### config.mk
export PLATFORM = sky130hd
export DESIGN_NAME = muldiv_ctrl
export DESIGN_NICKNAME = d
export VERILOG_FILES = /design/src/rtl/muldiv_pkg.sv /design/src/rtl/muldiv_step.sv /design/src/rtl/muldiv_ctrl.sv
export SDC_FILE = /design/constraint.sdc
export NUM_CORES = 1
export LEC_CHECK = 0
export BUFFER_PORTS_ARGS = -buffer_cell sky130_fd_sc_hd__buf_2
export CORE_MARGIN = 10
export CORE_UTILIZATION = 40
export CTS_BUF_LIST = sky130_fd_sc_hd__clkbuf_8
export DETAILED_ROUTE_END_ITERATION = 6
export GPL_TIMING_DRIVEN = 1
export PLACE_DENSITY = 0.58
export SLEW_MARGIN = 40
export SYNTH_ARGS = -nofsm -noshare
export SYNTH_HDL_FRONTEND = slang
export SYNTH_SLANG_ARGS = --single-unit
### constraint.sdc
create_clock -name clk -period 3.6 [get_ports clk]
set_input_delay 0 -clock clk [delete_from_list [all_inputs] [get_ports clk]]
set_output_delay 0 -clock clk [all_outputs]
set_load 0.02 [all_outputs]
### src/rtl/muldiv_pkg.sv
// Shared definitions for the HI/LO multiply/divide sequencer: op codes, FSM states, sizing.
package muldiv_pkg;

  localparam int MD_WIDTH = 32;
  localparam int MD_CNT_W = $clog2(MD_WIDTH);

  typedef enum logic [1:0] {
    OP_MULT  = 2'd0,
    OP_MULTU = 2'd1,
    OP_DIV   = 2'd2,
    OP_DIVU  = 2'd3
  } op_t;

  typedef enum logic [1:0] {
    ST_IDLE = 2'd0,
    ST_CALC = 2'd1,
    ST_FIX  = 2'd2,
    ST_DONE = 2'd3
  } state_t;

  function automatic logic is_div_op(input op_t o);
    return (o == OP_DIV) || (o == OP_DIVU);
  endfunction

  function automatic logic is_signed_op(input op_t o);
    return (o == OP_MULT) || (o == OP_DIV);
  endfunction

endpackage

### src/rtl/muldiv_step.sv
// One iteration of shift-add multiply or restoring divide; purely combinational.
// Accumulator layout: multiply {partial_hi, multiplier}, divide {remainder, dividend/quotient}.
module muldiv_step
  import muldiv_pkg::*;
#(
  parameter int WIDTH = MD_WIDTH
) (
  input  logic               is_div,
  input  logic [2*WIDTH-1:0] acc,
  input  logic [WIDTH-1:0]   opnd,
  output logic [2*WIDTH-1:0] acc_nxt,
  output logic               q_bit
);

  logic [WIDTH:0]   sum;
  logic [WIDTH:0]   rem_sh;
  logic [WIDTH-1:0] rem_sub;

  always_comb begin
    sum     = {1'b0, acc[2*WIDTH-1:WIDTH]} + (acc[0] ? {1'b0, opnd} : '0);
    rem_sh  = {acc[2*WIDTH-1:WIDTH], acc[WIDTH-1]};
    // A successful subtract always leaves a value below the divisor, so WIDTH bits suffice.
    rem_sub = rem_sh[WIDTH-1:0] - opnd;
    q_bit   = 1'b0;
    acc_nxt = {sum, acc[WIDTH-1:1]};
    if (is_div) begin
      q_bit   = (rem_sh >= {1'b0, opnd});
      acc_nxt = {(q_bit ? rem_sub : rem_sh[WIDTH-1:0]), acc[WIDTH-2:0], q_bit};
    end
  end

endmodule

### src/rtl/muldiv_ctrl.sv
// MULT/MULTU/DIV/DIVU sequencer: WIDTH iterations on magnitudes, sign fix, one-cycle HI/LO write.
// Stalls the pipeline from issue through FIX; a flush abandons the op with no write.
module muldiv_ctrl
  import muldiv_pkg::*;
#(
  parameter int WIDTH = MD_WIDTH
) (
  input  logic             clk,
  input  logic             rst,
  input  logic             start,
  input  logic [1:0]       op,
  input  logic [WIDTH-1:0] src_a,
  input  logic [WIDTH-1:0] src_b,
  input  logic             cancel,
  output logic             stall_req,
  output logic             done,
  output logic             we_hilo,
  output logic [WIDTH-1:0] hi_out,
  output logic [WIDTH-1:0] lo_out,
  output logic             div_zero
);

  localparam int CW = $clog2(WIDTH);

  state_t             state, state_nxt;
  op_t                op_q;
  logic               sign_a, sign_b, dz_q;
  logic [CW-1:0]      cnt;
  logic [2*WIDTH-1:0] acc, acc_nxt;
  logic [WIDTH-1:0]   opnd;
  logic [WIDTH-1:0]   hi_q, lo_q, hi_prev, lo_prev;
  logic [WIDTH-1:0]   fix_hi, fix_lo;
  logic [2*WIDTH-1:0] mul_res;
  logic               q_bit;

  op_t              op_in;
  logic             in_signed, in_sa, in_sb, in_dz;
  logic [WIDTH-1:0] mag_a, mag_b;

  assign op_in     = op_t'(op);
  assign in_signed = is_signed_op(op_in);
  assign in_sa     = in_signed & src_a[WIDTH-1];
  assign in_sb     = in_signed & src_b[WIDTH-1];
  assign mag_a     = in_sa ? -src_a : src_a;
  assign mag_b     = in_sb ? -src_b : src_b;
  assign in_dz     = is_div_op(op_in) && (src_b == '0);

  muldiv_step #(.WIDTH(WIDTH)) u_step (
    .is_div  (is_div_op(op_q)),
    .acc     (acc),
    .opnd    (opnd),
    .acc_nxt (acc_nxt),
    .q_bit   (q_bit)
  );

  always_ff @(posedge clk) begin
    if (rst) state <= ST_IDLE;
    else     state <= state_nxt;
  end

  always_comb begin
    state_nxt = state;
    case (state)
      ST_IDLE: if (start && !cancel) state_nxt = in_dz ? ST_DONE : ST_CALC;
      ST_CALC: begin
        if (cancel)                      state_nxt = ST_IDLE;
        else if (cnt == CW'(WIDTH - 1)) state_nxt = ST_FIX;
      end
      ST_FIX:  state_nxt = cancel ? ST_IDLE : ST_DONE;
      ST_DONE: state_nxt = ST_IDLE;
      default: state_nxt = ST_IDLE;
    endcase
  end

  always_comb begin
    stall_req = 1'b0;
    done      = 1'b0;
    if (!rst) begin
      stall_req = ((state == ST_IDLE) && start && !cancel) ||
                  (state == ST_CALC) || (state == ST_FIX);
      done      = (state == ST_DONE) && !cancel;
    end
    we_hilo  = done;
    div_zero = done & dz_q;
  end

  always_comb begin
    mul_res = (sign_a ^ sign_b) ? -acc : acc;
    fix_hi  = mul_res[2*WIDTH-1:WIDTH];
    fix_lo  = mul_res[WIDTH-1:0];
    if (is_div_op(op_q)) begin
      fix_lo = (sign_a ^ sign_b) ? -acc[WIDTH-1:0] : acc[WIDTH-1:0];
      fix_hi = sign_a ? -acc[2*WIDTH-1:WIDTH] : acc[2*WIDTH-1:WIDTH];
    end
  end

  always_ff @(posedge clk) begin
    if (rst) begin
      op_q    <= OP_MULT;
      sign_a  <= 1'b0;
      sign_b  <= 1'b0;
      dz_q    <= 1'b0;
      cnt     <= '0;
      acc     <= '0;
      opnd    <= '0;
      hi_q    <= '0;
      lo_q    <= '0;
      hi_prev <= '0;
      lo_prev <= '0;
    end else begin
      case (state)
        ST_IDLE: begin
          if (start && !cancel) begin
            op_q   <= op_in;
            sign_a <= in_sa;
            sign_b <= in_sb;
            cnt    <= '0;
            dz_q   <= in_dz;
            opnd   <= is_div_op(op_in) ? mag_b : mag_a;
            acc    <= {{WIDTH{1'b0}}, (is_div_op(op_in) ? mag_a : mag_b)};
            if (in_dz) begin
              hi_prev <= hi_q;
              lo_prev <= lo_q;
              hi_q    <= src_a;
              lo_q    <= '1;
            end
          end
        end
        ST_CALC: begin
          if (!cancel) begin
            acc <= acc_nxt;
            cnt <= cnt + 1'b1;
          end
        end
        ST_FIX: begin
          if (!cancel) begin
            hi_prev <= hi_q;
            lo_prev <= lo_q;
            hi_q    <= fix_hi;
            lo_q    <= fix_lo;
          end
        end
        ST_DONE: begin
          // A flush during the write cycle rolls HI/LO back to the last committed result.
          if (cancel) begin
            hi_q <= hi_prev;
            lo_q <= lo_prev;
          end
        end
        default: ;
      endcase
    end
  end

  assign hi_out = hi_q;
  assign lo_out = lo_q;

endmodule

Word level (Yosys, flattened, before mapping)
Cells that the tools add are included.
{"block": "word_totals", "ff_bits": 236, "input_bits": 70, "output_inout_bits": 68, "elab_cells": 102}
{"block": "classes", "n_addsub": 8, "n_eq_ne": 13, "muxes": 42, "n_reduce_logical": 22, "order_cmp": 1, "n_bitwise": 4}
{"cell": "2-to-1 mux 32 bit", "count": 22}
{"cell": "2-to-1 mux 64 bit", "count": 4}
{"cell": "one-hot mux 32 bit (3 select lines)", "count": 2}
{"cell": "negation 32 bit", "count": 4}
{"cell": "one-hot mux 32 bit (2 select lines)", "count": 2}
{"cell": "one-hot mux 64 bit (2 select lines)", "count": 1}
{"cell": "negation 64 bit", "count": 1}
{"cell": "adder 32 x 33 -> 33 bit", "count": 1}
{"cell": ">= comparator 33 x 32 -> 1 bit", "count": 1}
{"cell": "logical NOT 32 bit", "count": 1}
{"cell": "subtractor 32 bit", "count": 1}
{"cell": "equality test 2 bit, second input constant", "count": 6}
{"cell": "2-to-1 mux 2 bit", "count": 5}
{"cell": "2-to-1 mux 5 bit", "count": 2}
{"cell": "one-hot mux 5 bit (2 select lines)", "count": 1}
{"cell": "!= test 2 bit, second input constant", "count": 4}
{"cell": "one-hot mux 2 bit (4 select lines)", "count": 1}
{"cell": "AND reduction 3 bit", "count": 2}
{"cell": "adder 5 x 1 -> 5 bit, second input constant", "count": 1}
{"cell": "equality test 5 bit, second input constant", "count": 1}
{"cell": "logical AND 1 bit", "count": 5}
{"cell": "logical OR 1 bit", "count": 5}
{"cell": "logical NOT 2 bit", "count": 2}
{"cell": "AND reduction 2 bit", "count": 2}
{"cell": "other kinds (9)", "count": 13}

Longest topological paths before layout
{"block": "logic_depth", "ltp_word": 7, "depth_mapped": 14, "mapped_depth_nobuf": 14}

Cells and area by module
From an unflattened synthesis, not the netlist that was laid out.
{"block": "hier_totals", "hier_cells": 2432, "area_unflattened_um2": 18681.7}
{"mod": "muldiv_ctrl", "area_each_um2": 13907.1, "cells_each": 1744, "instances": 1, "seq_area_each_um2": 4704.5}
{"mod": "muldiv_step", "area_each_um2": 4774.6, "cells_each": 688, "instances": 1, "seq_area_each_um2": 0.0}

Least setup slack after synthesis
No wires, ideal clock.
{"block": "synth_timing", "kind": "register -> register", "from": "register acc[0]", "to": "register acc[62]", "n_path_buf": 1, "setup_ns": 0.126, "arrival_ns": 3.152, "required_ns": 3.474, "stages_incl_launch_ff": 15, "synth_period_minus_slack_ns": 3.278, "slack_ns": 0.322, "cell_sequence": "dfxtp_1 > inv_1 > clkbuf_1 > nor2_1 > ha_1 > a21o_1 > a31oi_1 > a21boi_0 > a41oi_1 > o21ai_0 > a2111oi_0 > o31ai_1 > xor2_1 > a22oi_1 > o21ai_1"}
{"block": "synth_between", "elab_chain_len": 5}
{"element": "start, declared", "line_no": "muldiv_ctrl.sv:29", "source": "logic [2*WIDTH-1:0] acc, acc_nxt;"}
{"element": "start signal, assigned", "line_no": "muldiv_ctrl.sv:120", "source": "acc <= {{WIDTH{1'b0}}, (is_div_op(op_in) ? mag_a : mag_b)};"}
{"element": "start signal, assigned", "line_no": "muldiv_ctrl.sv:131", "source": "acc <= acc_nxt;"}
{"element": "2-to-1 mux 32 bit", "line_no": "muldiv_step.sv:20", "source": "sum = {1'b0, acc[2*WIDTH-1:WIDTH]} + (acc[0] ? {1'b0, opnd} : '0);"}
{"element": "adder 32 x 33 -> 33 bit", "line_no": "muldiv_step.sv:20"}
{"element": "2-to-1 mux 64 bit", "line_no": "muldiv_step.sv:26", "source": "if (is_div) begin"}
{"element": "2-to-1 mux 64 bit", "line_no": "muldiv_ctrl.sv:130", "source": "if (!cancel) begin"}
{"element": "one-hot mux 64 bit (2 select lines)", "line_no": "muldiv_ctrl.sv:111", "source": "case (state)"}
No other way between the ends. The select of a mux whose other input is x is not followed.
A chain may end at the register's enable or synchronous reset.

Worst setup path in the final report
{"block": "layout_timing", "from": "register opnd[1]", "to": "register acc[48]"}
{"block": "layout_between", "elab_chain_len": 5, "elab_cells_between_ends": 8, "classes_between": "add/sub (2); order compare (1); mux (5)"}
{"element": "start, declared", "line_no": "muldiv_ctrl.sv:30", "source": "logic [WIDTH-1:0] opnd;"}
{"element": "start signal, assigned", "line_no": "muldiv_ctrl.sv:119", "source": "opnd <= is_div_op(op_in) ? mag_b : mag_a;"}
{"element": "2-to-1 mux 32 bit (tied with other cells)", "line_no": "muldiv_step.sv:20"}
{"element": "adder 32 x 33 -> 33 bit or 2-to-1 mux 32 bit (tied branches)", "line_no": "muldiv_step.sv:20, muldiv_step.sv:28"}
{"element": "2-to-1 mux 64 bit *", "line_no": "muldiv_step.sv:26"}
{"element": "2-to-1 mux 64 bit *", "line_no": "muldiv_ctrl.sv:130"}
{"element": "one-hot mux 64 bit (2 select lines) *", "line_no": "muldiv_ctrl.sv:111"}
Every way passes the cells marked *; elsewhere a longest branch is shown, timed or not. The select of a mux whose other input is x is not followed.

==> run summary <==
STATUS
--------------------------------------------------------------------------------------
Outcome                                                                   finished clean

PWR
--------------------------------------------------------------------------------------
Power density over the cells                                                340 nW/µm²
Overall power consumption                                                      7.03 mW
Leakage Power                                                                  8.59 nW
Peak VDD IR                                                                   0.209 mV

SYNTH
--------------------------------------------------------------------------------------
Synthesis warning total                                                              0
Ranking of synthesized cells by area                                      dfxtp_1, mux2i_1, nand2_1
Sequential cell area fraction in the yosys report                                27.2%
Leading cell types by count after synthesis                               nand2_1, nor2_1, dfxtp_1
Mapped Avg Cell Area                                                          7.45 µm²
Yosys top cell area share                                                        27.2%
Net count after synthesis                                                         2465
Cell type with the largest total area after synthesis                          dfxtp_1
Number of cells produced by synthesis                                             2323
Total of flip-flops plus latches after synthesis                                   235
Count of flip-flops with a built-in enable after synthesis                           0
Post-synthesis cell type count                                                      70
Count leader, synth                                                            nand2_1
Synthesized area                                                             17300 µm²
Post-synth top flop                                                            dfxtp_1
Synth async-reset ratio                                                             0%

SETUP PATH
--------------------------------------------------------------------------------------
Crit start category                                                           register
Maximum fanout along the worst path                                                  5
Arrival time reported for the critical path endpoint                           3.93 ns
Sort of element at the end of the critical path                               register
Endpoint required time on the critical path                                    4.09 ns
Type of the setup path with the least slack                                 reg -> reg

ROUTE
--------------------------------------------------------------------------------------
Routed WL per cell                                                             21.5 µm
Total via count after detailed routing                                           18046
Remaining antenna violation count                                                    0
DRC viols                                                                            0
First-pass iteration count of the detailed router                                    5
Iteration-0 DRC Markers                                                           1796
Vias per cell                                                                     5.75
Total Routed Length                                                           67300 µm

STA
--------------------------------------------------------------------------------------
Final critical-path required period                                            3.44 ns
Worst rel slew slack                                                             45.2%
Final hold violations                                                                0
Worst Tran Pin Value                                                          0.822 ns
Post-route clock skew                                                        0.0283 ns
Max Transition Viols Final                                                           0
F_max                                                                          291 MHz
RSZ-0062 raised after global routing                                                no
Sum Neg Setup Slack                                                               0 ns
Period utilisation layout                                                        95.5%
Final setup fails                                                                    0

PLACE
--------------------------------------------------------------------------------------
Post-DP HPWL                                                                  50000 µm
Input/output buffers                                                               137
Dpl cells                                                                         2991
GPL Wtd Cong                                                                     0.948

FINAL LAYOUT
--------------------------------------------------------------------------------------
Number of non-filler instances in the completed layout                            3136
Total Nets Final                                                                  2660
Layout cell share with drive strength beyond 1                                   14.5%
Layout Area Growth over Synthesis                                                19.5%

GRT
--------------------------------------------------------------------------------------
Number of antenna violations at the first check in global routing                    2
Pin count of the biggest net entering global routing                               149
Final global-route overflow total                                                    0
Met2 track utilization from global routing                                       36.6%
GRT Total Usage                                                                  24.5%
Wire length of the first global-routing pass                                 102000 µm
Global routing usage on met3                                                     6.63%
Via count of the first global-routing pass                                       17155
Met1 Resource Use GR                                                             33.5%
Global route hottest layer                                                        met2

CLOCK TREE
--------------------------------------------------------------------------------------
Clock latency on the worst-skew pair                                           0.62 ns
Number of sinks on the clock net                                                   235
Clock tree from TritonCTS                                                        built
Maximum number of buffers from clock root to sink                                    3
Number of H-tree levels                                                              2
Inserted Clock Buffers                                                              43
Root buf cell                                                                 clkbuf_8
Clock slew at the register clock pins of the worst setup and hold paths        0.06 ns

FLOORPLANNING
--------------------------------------------------------------------------------------
Die Area                                                                     52000 µm²
# IOs                                                                              138
Standard-cell row count                                                             76
CORE AREA                                                                    42900 µm²
Die extent in y                                                                 228 µm
Initial core utilization                                                         40.3%
Die W                                                                           228 µm

RUN
--------------------------------------------------------------------------------------
Maximum capacitance violations                                                       0

MIN PATH
--------------------------------------------------------------------------------------
Hold Crit Class                                                              in -> reg

==> per-layer routing <==
| layer | wire length, µm | up-vias | share of wire [%] |
|---|---|---|---|
| met5 | 0 | - | 0 |
| met4 | 1970 | 0 | 2.9 |
| met3 | 5500 | 115 | 8.2 |
| met2 | 28700 | 606 | 43 |
| met1 | 31100 | 8642 | 46 |
| li1 | - | 8683 | - |
==> cell usage in the layout (no fill, tap or decap), drive strengths merged, types with 22 or more instances in the layout <==
cell,count
nand2,308
nor2,255
buf,247
dfxtp,235
a21oi,226
mux2i,122
o21ai,119
xnor2,90
xor2,88
inv,81
ha,70
a211oi,69
nor3,62
dlygate4sd3,59
clkbuf,56
o22ai,45
a21o,32
nand3,31
o211ai,28
nand2b,28
a311oi,24
a31oi,23
o31ai,22
==> worst max-delay path, cell delays in order, from the launching register on <==
cell and delay, ns:
dfxtp_2 0.34, inv_1 0.07, ha_1 0.28, nor2b_1 0.15, o31a_1 0.27, o31a_1 0.29
o21ai_2 0.19, a211oi_2 0.12, o311a_1 0.40, nor4_4 0.28, buf_4 0.16, buf_6 0.13
buf_4 0.15, mux2i_1 0.18, mux2i_1 0.08, a22o_1 0.20
==> power by group <==
part | total, mW | switching (mW) | internal (mW) | leakage, nW
clock | 2.69 | 1.24 | 1.44 | 0.514
combinational | 1.62 | 1.00 | 0.619 | 6.17
sequential | 2.73 | 0.0709 | 2.66 | 1.90
total | 7.03 | 2.31 | 4.72 | 8.59
==> per-stage QoR <==
stage | area [µm²] | hold slack (ns) | worst slack (ns) | util, %
detailed placement | 19000 | 0.330 | 0.0622 | 44.3
CTS | 20500 | 0.00623 | 0.0126 | 47.7
finish | 20700 | 0.00893 | 0.160 | 48.2
global placement | 19000 | 0.321 | -0.00780 | 44.3
global route | 20700 | 0.0512 | 0.00334 | 48.2
floorplan | 17300 | 0.145 | 0.322 | -
==> logic make-up (layout without fill, tap and decap cells) <==
kind of cell             count (synthesis)  in the layout  share of synthesized area (%)
AO/OA/AOI/OAI                          675            675                           24.7
XOR/XNOR                               178            178                           9.01
adder cells (fa/ha/maj)                 72             72                           5.29
buffers and inverters                  223            450                           5.04
flip-flops                             235            235                           27.2
multiplexers                           142            142                           8.36
other                                    0              1                              0
AND/OR/NAND/NOR                        798            798                           20.4
==> cell type report <==
cell class,count,area (µm²)
Inverter,65,244
Sequential cell,235,4710
Tap cell,585,732
Timing Repair Buffer,308,2230
Clock buffer,55,757
Clock inverter,22,123
Fill cell,4293,22200
Antenna cell,1,2.50
Multi-Input combinational cell,1865,11900
==> repair_timing <==
action | 4_1_cts | 5_1_grt
hold buffers | 59 | 0
setup endpoints to repair | 0 | 42
hold endpoints to repair | 93 | 0
setup buffers | 0 | 6
resized for setup | 0 | 28
==> registers in the layout, summed over array words and instances, names as in the netlist <==
register and cells:
acc 64, hi_out 32, hi_prev 32, lo_out 32
lo_prev 32, opnd 32, cnt 5, state 2
dz_q 1, op_q 1, sign_a 1, sign_b 1
==> path summary, 6_finish.rpt <==
check | start | slack [ns] | cells past startpoint | end
max | opnd[1] | 0.16 | 15 | acc[48]
min | src_b[17] | 0.009 | 5 | opnd[17]
max reg2reg | opnd[1] | 0.16 | 15 | acc[48]
min reg2reg | hi_prev[25] | 0.45 | 2 | hi_prev[25]
(Power assumes the default switching activity.)
